$ cat config.mk
export PLATFORM = sky130hd
export DESIGN_NAME = enigma_key_arbiter
export DESIGN_NICKNAME = d
export VERILOG_FILES = /design/src/rtl/enigma_key_arbiter.sv
export SDC_FILE = /design/constraint.sdc
export NUM_CORES = 1
export LEC_CHECK = 0
export BUFFER_PORTS_ARGS = -buffer_cell sky130_fd_sc_hd__buf_2
export CORE_MARGIN = 10
export CORE_UTILIZATION = 51
export DETAILED_ROUTE_END_ITERATION = 12
export PLACE_DENSITY = 0.79
export SETUP_SLACK_MARGIN = 0.02
export SLEW_MARGIN = 40
export SYNTH_ARGS = -nofsm -noshare
export SYNTH_HDL_FRONTEND = slang
export SYNTH_SLANG_ARGS = --single-unit
$ cat constraint.sdc
create_clock -name clk -period 2.6 [get_ports clk]
set_clock_uncertainty 0.05 [all_clocks]
set_input_delay 0.13 -clock clk [delete_from_list [all_inputs] [get_ports clk]]
set_output_delay 0.13 -clock clk [all_outputs]
set_load 0.005 [all_outputs]
$ cat src/rtl/enigma_key_arbiter.sv
// rtl/enigma_key_arbiter.sv - round-robin arbiter sharing the Enigma encoding path between keyboard and UART
module enigma_key_arbiter #(
  parameter int TIMEOUT = 8
) (
  input  logic        clk,
  input  logic        reset,
  input  logic [1:0]  req_valid,
  input  logic [7:0]  req_key0,
  input  logic [7:0]  req_key1,
  output logic [1:0]  req_ready,
  output logic [7:0]  key,
  output logic        key_ok,
  input  logic [4:0]  after,
  input  logic        save_history,
  output logic        resp_valid,
  output logic        resp_id,
  output logic [7:0]  resp_char,
  output logic        resp_err,
  output logic        busy,
  output logic [15:0] char_count
);

  localparam int WD_W = $clog2(TIMEOUT + 1);

  typedef enum logic [1:0] {IDLE, ISSUE, WAIT, RESP} state_t;

  state_t            state_q, state_d;
  logic              rr_ptr_q, rr_ptr_d;
  logic              win_q, win_d;
  logic [WD_W-1:0]   wd_q, wd_d;
  logic [1:0]        req_ready_q, req_ready_d;
  logic [7:0]        key_q, key_d;
  logic              key_ok_q, key_ok_d;
  logic              resp_valid_q, resp_valid_d;
  logic              resp_id_q, resp_id_d;
  logic [7:0]        resp_char_q, resp_char_d;
  logic              resp_err_q, resp_err_d;
  logic              busy_q, busy_d;
  logic [15:0]       char_count_q, char_count_d;

  logic              any_req;
  logic              w;
  logic [7:0]        raw_key;
  logic [7:0]        norm_key;
  logic              key_valid;
  logic              grant_en;

  // Pick the candidate winner and normalise its key to uppercase
  always_comb begin
    any_req   = |req_valid;
    w         = (req_valid == 2'b10) || ((req_valid == 2'b11) && rr_ptr_q);
    raw_key   = w ? req_key1 : req_key0;
    norm_key  = ((raw_key >= 8'h61) && (raw_key <= 8'h7A)) ? (raw_key - 8'd32) : raw_key;
    key_valid = (norm_key >= 8'h41) && (norm_key <= 8'h5A);
  end

  // Next-state and registered-output logic of the grant/issue/wait/respond FSM
  always_comb begin
    state_d      = state_q;
    rr_ptr_d     = rr_ptr_q;
    win_d        = win_q;
    wd_d         = wd_q;
    req_ready_d  = 2'b00;
    key_d        = key_q;
    key_ok_d     = 1'b0;
    resp_valid_d = 1'b0;
    resp_id_d    = resp_id_q;
    resp_char_d  = resp_char_q;
    resp_err_d   = 1'b0;
    char_count_d = char_count_q;
    grant_en     = 1'b0;

    case (state_q)
      IDLE: begin
        grant_en = 1'b1;
      end
      ISSUE: begin
        wd_d    = '0;
        state_d = WAIT;
      end
      WAIT: begin
        if (save_history) begin
          resp_valid_d = 1'b1;
          resp_id_d    = win_q;
          resp_char_d  = 8'd65 + {3'b000, after};
          char_count_d = char_count_q + 16'd1;
          state_d      = RESP;
        end else if (wd_q == WD_W'(TIMEOUT - 1)) begin
          resp_valid_d = 1'b1;
          resp_id_d    = win_q;
          resp_char_d  = 8'd0;
          resp_err_d   = 1'b1;
          state_d      = RESP;
        end else begin
          wd_d = wd_q + WD_W'(1);
        end
      end
      RESP: begin
        state_d = IDLE;
        if (!resp_valid_q) begin
          // Entered straight from a grant with a rejected key: emit the error now
          resp_valid_d = 1'b1;
          resp_id_d    = win_q;
          resp_char_d  = 8'd0;
          resp_err_d   = 1'b1;
        end else begin
          // Response already on the bus this cycle, so a new grant may overlap it
          grant_en = 1'b1;
        end
      end
      default: state_d = IDLE;
    endcase

    if (grant_en && any_req) begin
      req_ready_d[w] = 1'b1;
      win_d          = w;
      rr_ptr_d       = ~w;
      if (key_valid) begin
        key_d    = norm_key;
        key_ok_d = 1'b1;
        state_d  = ISSUE;
      end else begin
        state_d  = RESP;
      end
    end

    busy_d = (state_d != IDLE);
  end

  // State and output registers with asynchronous active-low reset
  always_ff @(posedge clk or negedge reset) begin
    if (!reset) begin
      state_q      <= IDLE;
      rr_ptr_q     <= 1'b0;
      win_q        <= 1'b0;
      wd_q         <= '0;
      req_ready_q  <= 2'b00;
      key_q        <= 8'd0;
      key_ok_q     <= 1'b0;
      resp_valid_q <= 1'b0;
      resp_id_q    <= 1'b0;
      resp_char_q  <= 8'd0;
      resp_err_q   <= 1'b0;
      busy_q       <= 1'b0;
      char_count_q <= 16'd0;
    end else begin
      state_q      <= state_d;
      rr_ptr_q     <= rr_ptr_d;
      win_q        <= win_d;
      wd_q         <= wd_d;
      req_ready_q  <= req_ready_d;
      key_q        <= key_d;
      key_ok_q     <= key_ok_d;
      resp_valid_q <= resp_valid_d;
      resp_id_q    <= resp_id_d;
      resp_char_q  <= resp_char_d;
      resp_err_q   <= resp_err_d;
      busy_q       <= busy_d;
      char_count_q <= char_count_d;
    end
  end

  assign req_ready  = req_ready_q;
  assign key        = key_q;
  assign key_ok     = key_ok_q;
  assign resp_valid = resp_valid_q;
  assign resp_id    = resp_id_q;
  assign resp_char  = resp_char_q;
  assign resp_err   = resp_err_q;
  assign busy       = busy_q;
  assign char_count = char_count_q;

endmodule

==> summary.md <==
| Metric | Value |
|---|---|
| Most used DFF post-synth | dfrtp_1 |
| DR top layer | met4 |
| DR iter-0 viols | 47 |
| Avg Inst Size Synth | 11.1 um^2 |
| Gpl congestion | 0.714 |
| Top cells by area, synth | dfrtp_1, xnor2_1, ha_1 |
| Congestion Overflow GR | 0 |
| Share of the synthesized area in the top cell type | 0.519 |
| WL met1 | 2060 um |
| WL/cell | 14.3 um |
| TritonCTS Sinks | 46 |
| Design area | 2700 um^2 |
| Post-CTS sizing | 0 |
| Final core utilization | 0.656 |
| Post-DP Area | 2580 um^2 |
| Netlist cell types | 37 |
| Final setup margin | 262 ps |
| Post-route DRC | 0 |
| Fillcell total | 327 |
| Clock tree buffer depth | 2 |
| Vias in the first global route | 1686 |
| Top cells by count, synth | dfrtp_1, nand2_1, o21ai_0, xnor2_1 |
| Worst Tran Pin Value | 574 ps |
| Die height | 85.9 um |
| Layout cells sized above 1 | 0.347 |
| Flops & latches, synth | 46 |
| Layout Nets | 304 |
| Row count | 23 |
| Num CTS Buffers | 5 |
| Arrival time at the worst endpoint | 2470 ps |
| Pre-CTS setup slack | 270 ps |
| Worst hold slack | 67.8 ps |
| R2R depth | 8 |
| Detailed Routing Iterations Pass 1 | 4 |
| Wire length on met3 | 403 um |
| Post-Syn Nets | 233 |
| CTS Hold Bufs | 2 |
| Minimum clock period | 2340 ps |
| Area of the mapped netlist | 2220 um^2 |
| Final hold vios | 0 |
| Fmax | 428 MHz |
| Final setup vio count | 0 |
| Worst skew pair latency | 290 ps |
| Maxcap violations | 0 |
| CP Class | flip-flop to flip-flop |
| Global-route wire length before repair | 7450 um |
| Yosys warns | 0 |
| Worst r2r src | rr_ptr_q$_DFFE_PN0P_ |
| Top cell type by total area after synthesis | dfrtp_1 |
| Asr flop ratio synth | 1.00 |
| Setup Buffers After CTS | 0 |
| Flop2flop setup slack | 260 ps |
| Finished Layout Cells | 321 |
| Relative slew margins | 0.617 |
| Via count | 1637 |
| Peak supply drop | 0.408 mV |
| Diodes inserted | 0 |
| Layout area overhead | 21.9% |
| # H-tree levels | 2 |
| Hold Crit Class | input port to flip-flop |
| Leak pwr | 1.40 nW |
| CP startpoint kind | flip-flop |
| Overall Power | 2.41 mW |
| Post-synth EDFFs | 0 |
| WL final | 4590 um |
| Hold Path Cell Cnt | 2 |
| Power per cell area | 894 nW/um^2 |
| Fin Setup TNS | 0 ps |
| Fin. max-slew vios | 0 |
| Largest net degree at the start of global routing | 47 |
| Crit. End Element | flip-flop |
| Min-delay src | after[4] |
| Most common cell in the netlist | dfrtp_1 |
| Crit-path max FO | 9 |
| Final ANT Viol Nets | 0 |
| GRT Total Usage | 0.121 |
| Initial Util | 0.538 |
| DIE WIDTH | 85.9 um |
| Clk root buf | clkbuf_8 |
| Met2 Wirelength | 2070 um |
| Core area | 4120 um^2 |
| CTS tree | yes |
| Fin crit share | 0.899 |
| Initial antenna violation count | 0 |
| Vias/cell | 5.10 |
| DPL Wire Length | 3630 um |
| I/O Buffers | 63 |
| Req. time, crit path | 2730 ps |
| Io pins | 65 |
| Status | finished clean |
| RSZ-0062 raised after global routing | no |
| Clock transition at path regs | 80 ps |
| Cells after DPL | 311 |
| Post-synthesis sequential area ratio | 0.519 |
| RR Endpoint | key[4]$_DFFE_PN0P_ |
| Hold EP | resp_char[5]$_DFFE_PN0P_ |
| Die area | 7380 um^2 |
| Mapped Cells | 199 |
## cell families after synthesis
logic type      synth area share
compound gates            0.0819
xor+xnor                  0.0790
fa+ha+maj                 0.0452
buf+inv                   0.0220
flops                      0.519
other cells              0.00169
simple gates               0.152
mux                       0.0983
## flip-flops by register name (all words and copies together) (netlist names)
signal / cells
busy: 1
char_count: 16
key: 8
key_ok: 1
req_ready: 2
resp_char: 7
resp_err: 1
resp_id: 1
resp_valid: 1
rr_ptr_q: 1
state_q: 2
wd_q: 4
win_q: 1
## metal layers
metal / global-route usage / vias to the layer above
li1: - / 817
met1: 0.137 / 765
met2: 0.197 / 48
met3: 0.0530 / 7
met4: 0.0479 / 0
met5: 0 / -
## area by class of cell
cell class,instances,area [um^2],share of cell area
Sequential cell,46,1150,0.426
Inverter,8,30.0,0.0111
Tap cell,50,62.6,0.0232
Clock inverter,2,12.5,0.00463
Timing Repair Buffer,66,345,0.128
Clock buffer,6,82.6,0.0306
Multi-Input combinational cell,143,1020,0.376
## critical path, stage by stage (launching register included)
cell and delay [ps]:
dfrtp_1 390, o21ai_2 230, mux2i_1 230, ha_1 250
o21ai_0 230, o21ai_2 90, mux2i_2 230, nand3_4 190
mux2_4 330
## placed cells by master, fill, tap and decap left out, types with 5 or more instances in the layout
cell type  synthesis  layout
o21ai_0           16      16
nand3_1            7       7
nand2_1           26      26
clkbuf_8           0       6
inv_1              8       8
buf_2              0      62
mux2_2             7       7
dfrtp_1           46      46
nor2_1             8       8
ha_1               8       8
xnor2_1           16      16
a21oi_1            5       5
mux2_4             5       5
mux2i_1            5       5
## report_power, final
part           switching, mW  internal [mW]  total (mW)
Sequential             0.161          0.931        1.09
Clock                  0.231          0.214       0.445
Combinational          0.447          0.429       0.876
Total                  0.840           1.57        2.41
## worst max path at each step
| stage | start | depth (start not counted) | slack [ps] | endpoint |
|---|---|---|---|---|
| global placement | rr_ptr_q$_DFFE_PN0P_ | 8 | 370 | key[2]$_DFFE_PN0P_ |
| global route | rr_ptr_q$_DFFE_PN0P_ | 8 | 140 | key[4]$_DFFE_PN0P_ |
| detailed placement | rr_ptr_q$_DFFE_PN0P_ | 8 | 270 | key[4]$_DFFE_PN0P_ |
| finish | rr_ptr_q$_DFFE_PN0P_ | 8 | 260 | key[4]$_DFFE_PN0P_ |
| CTS | rr_ptr_q$_DFFE_PN0P_ | 8 | 250 | key[4]$_DFFE_PN0P_ |
| floorplan | rr_ptr_q$_DFFE_PN0P_ | 9 | 340 | key[0]$_DFFE_PN0P_ |
Note: power is estimated with default switching activity, not from simulation.
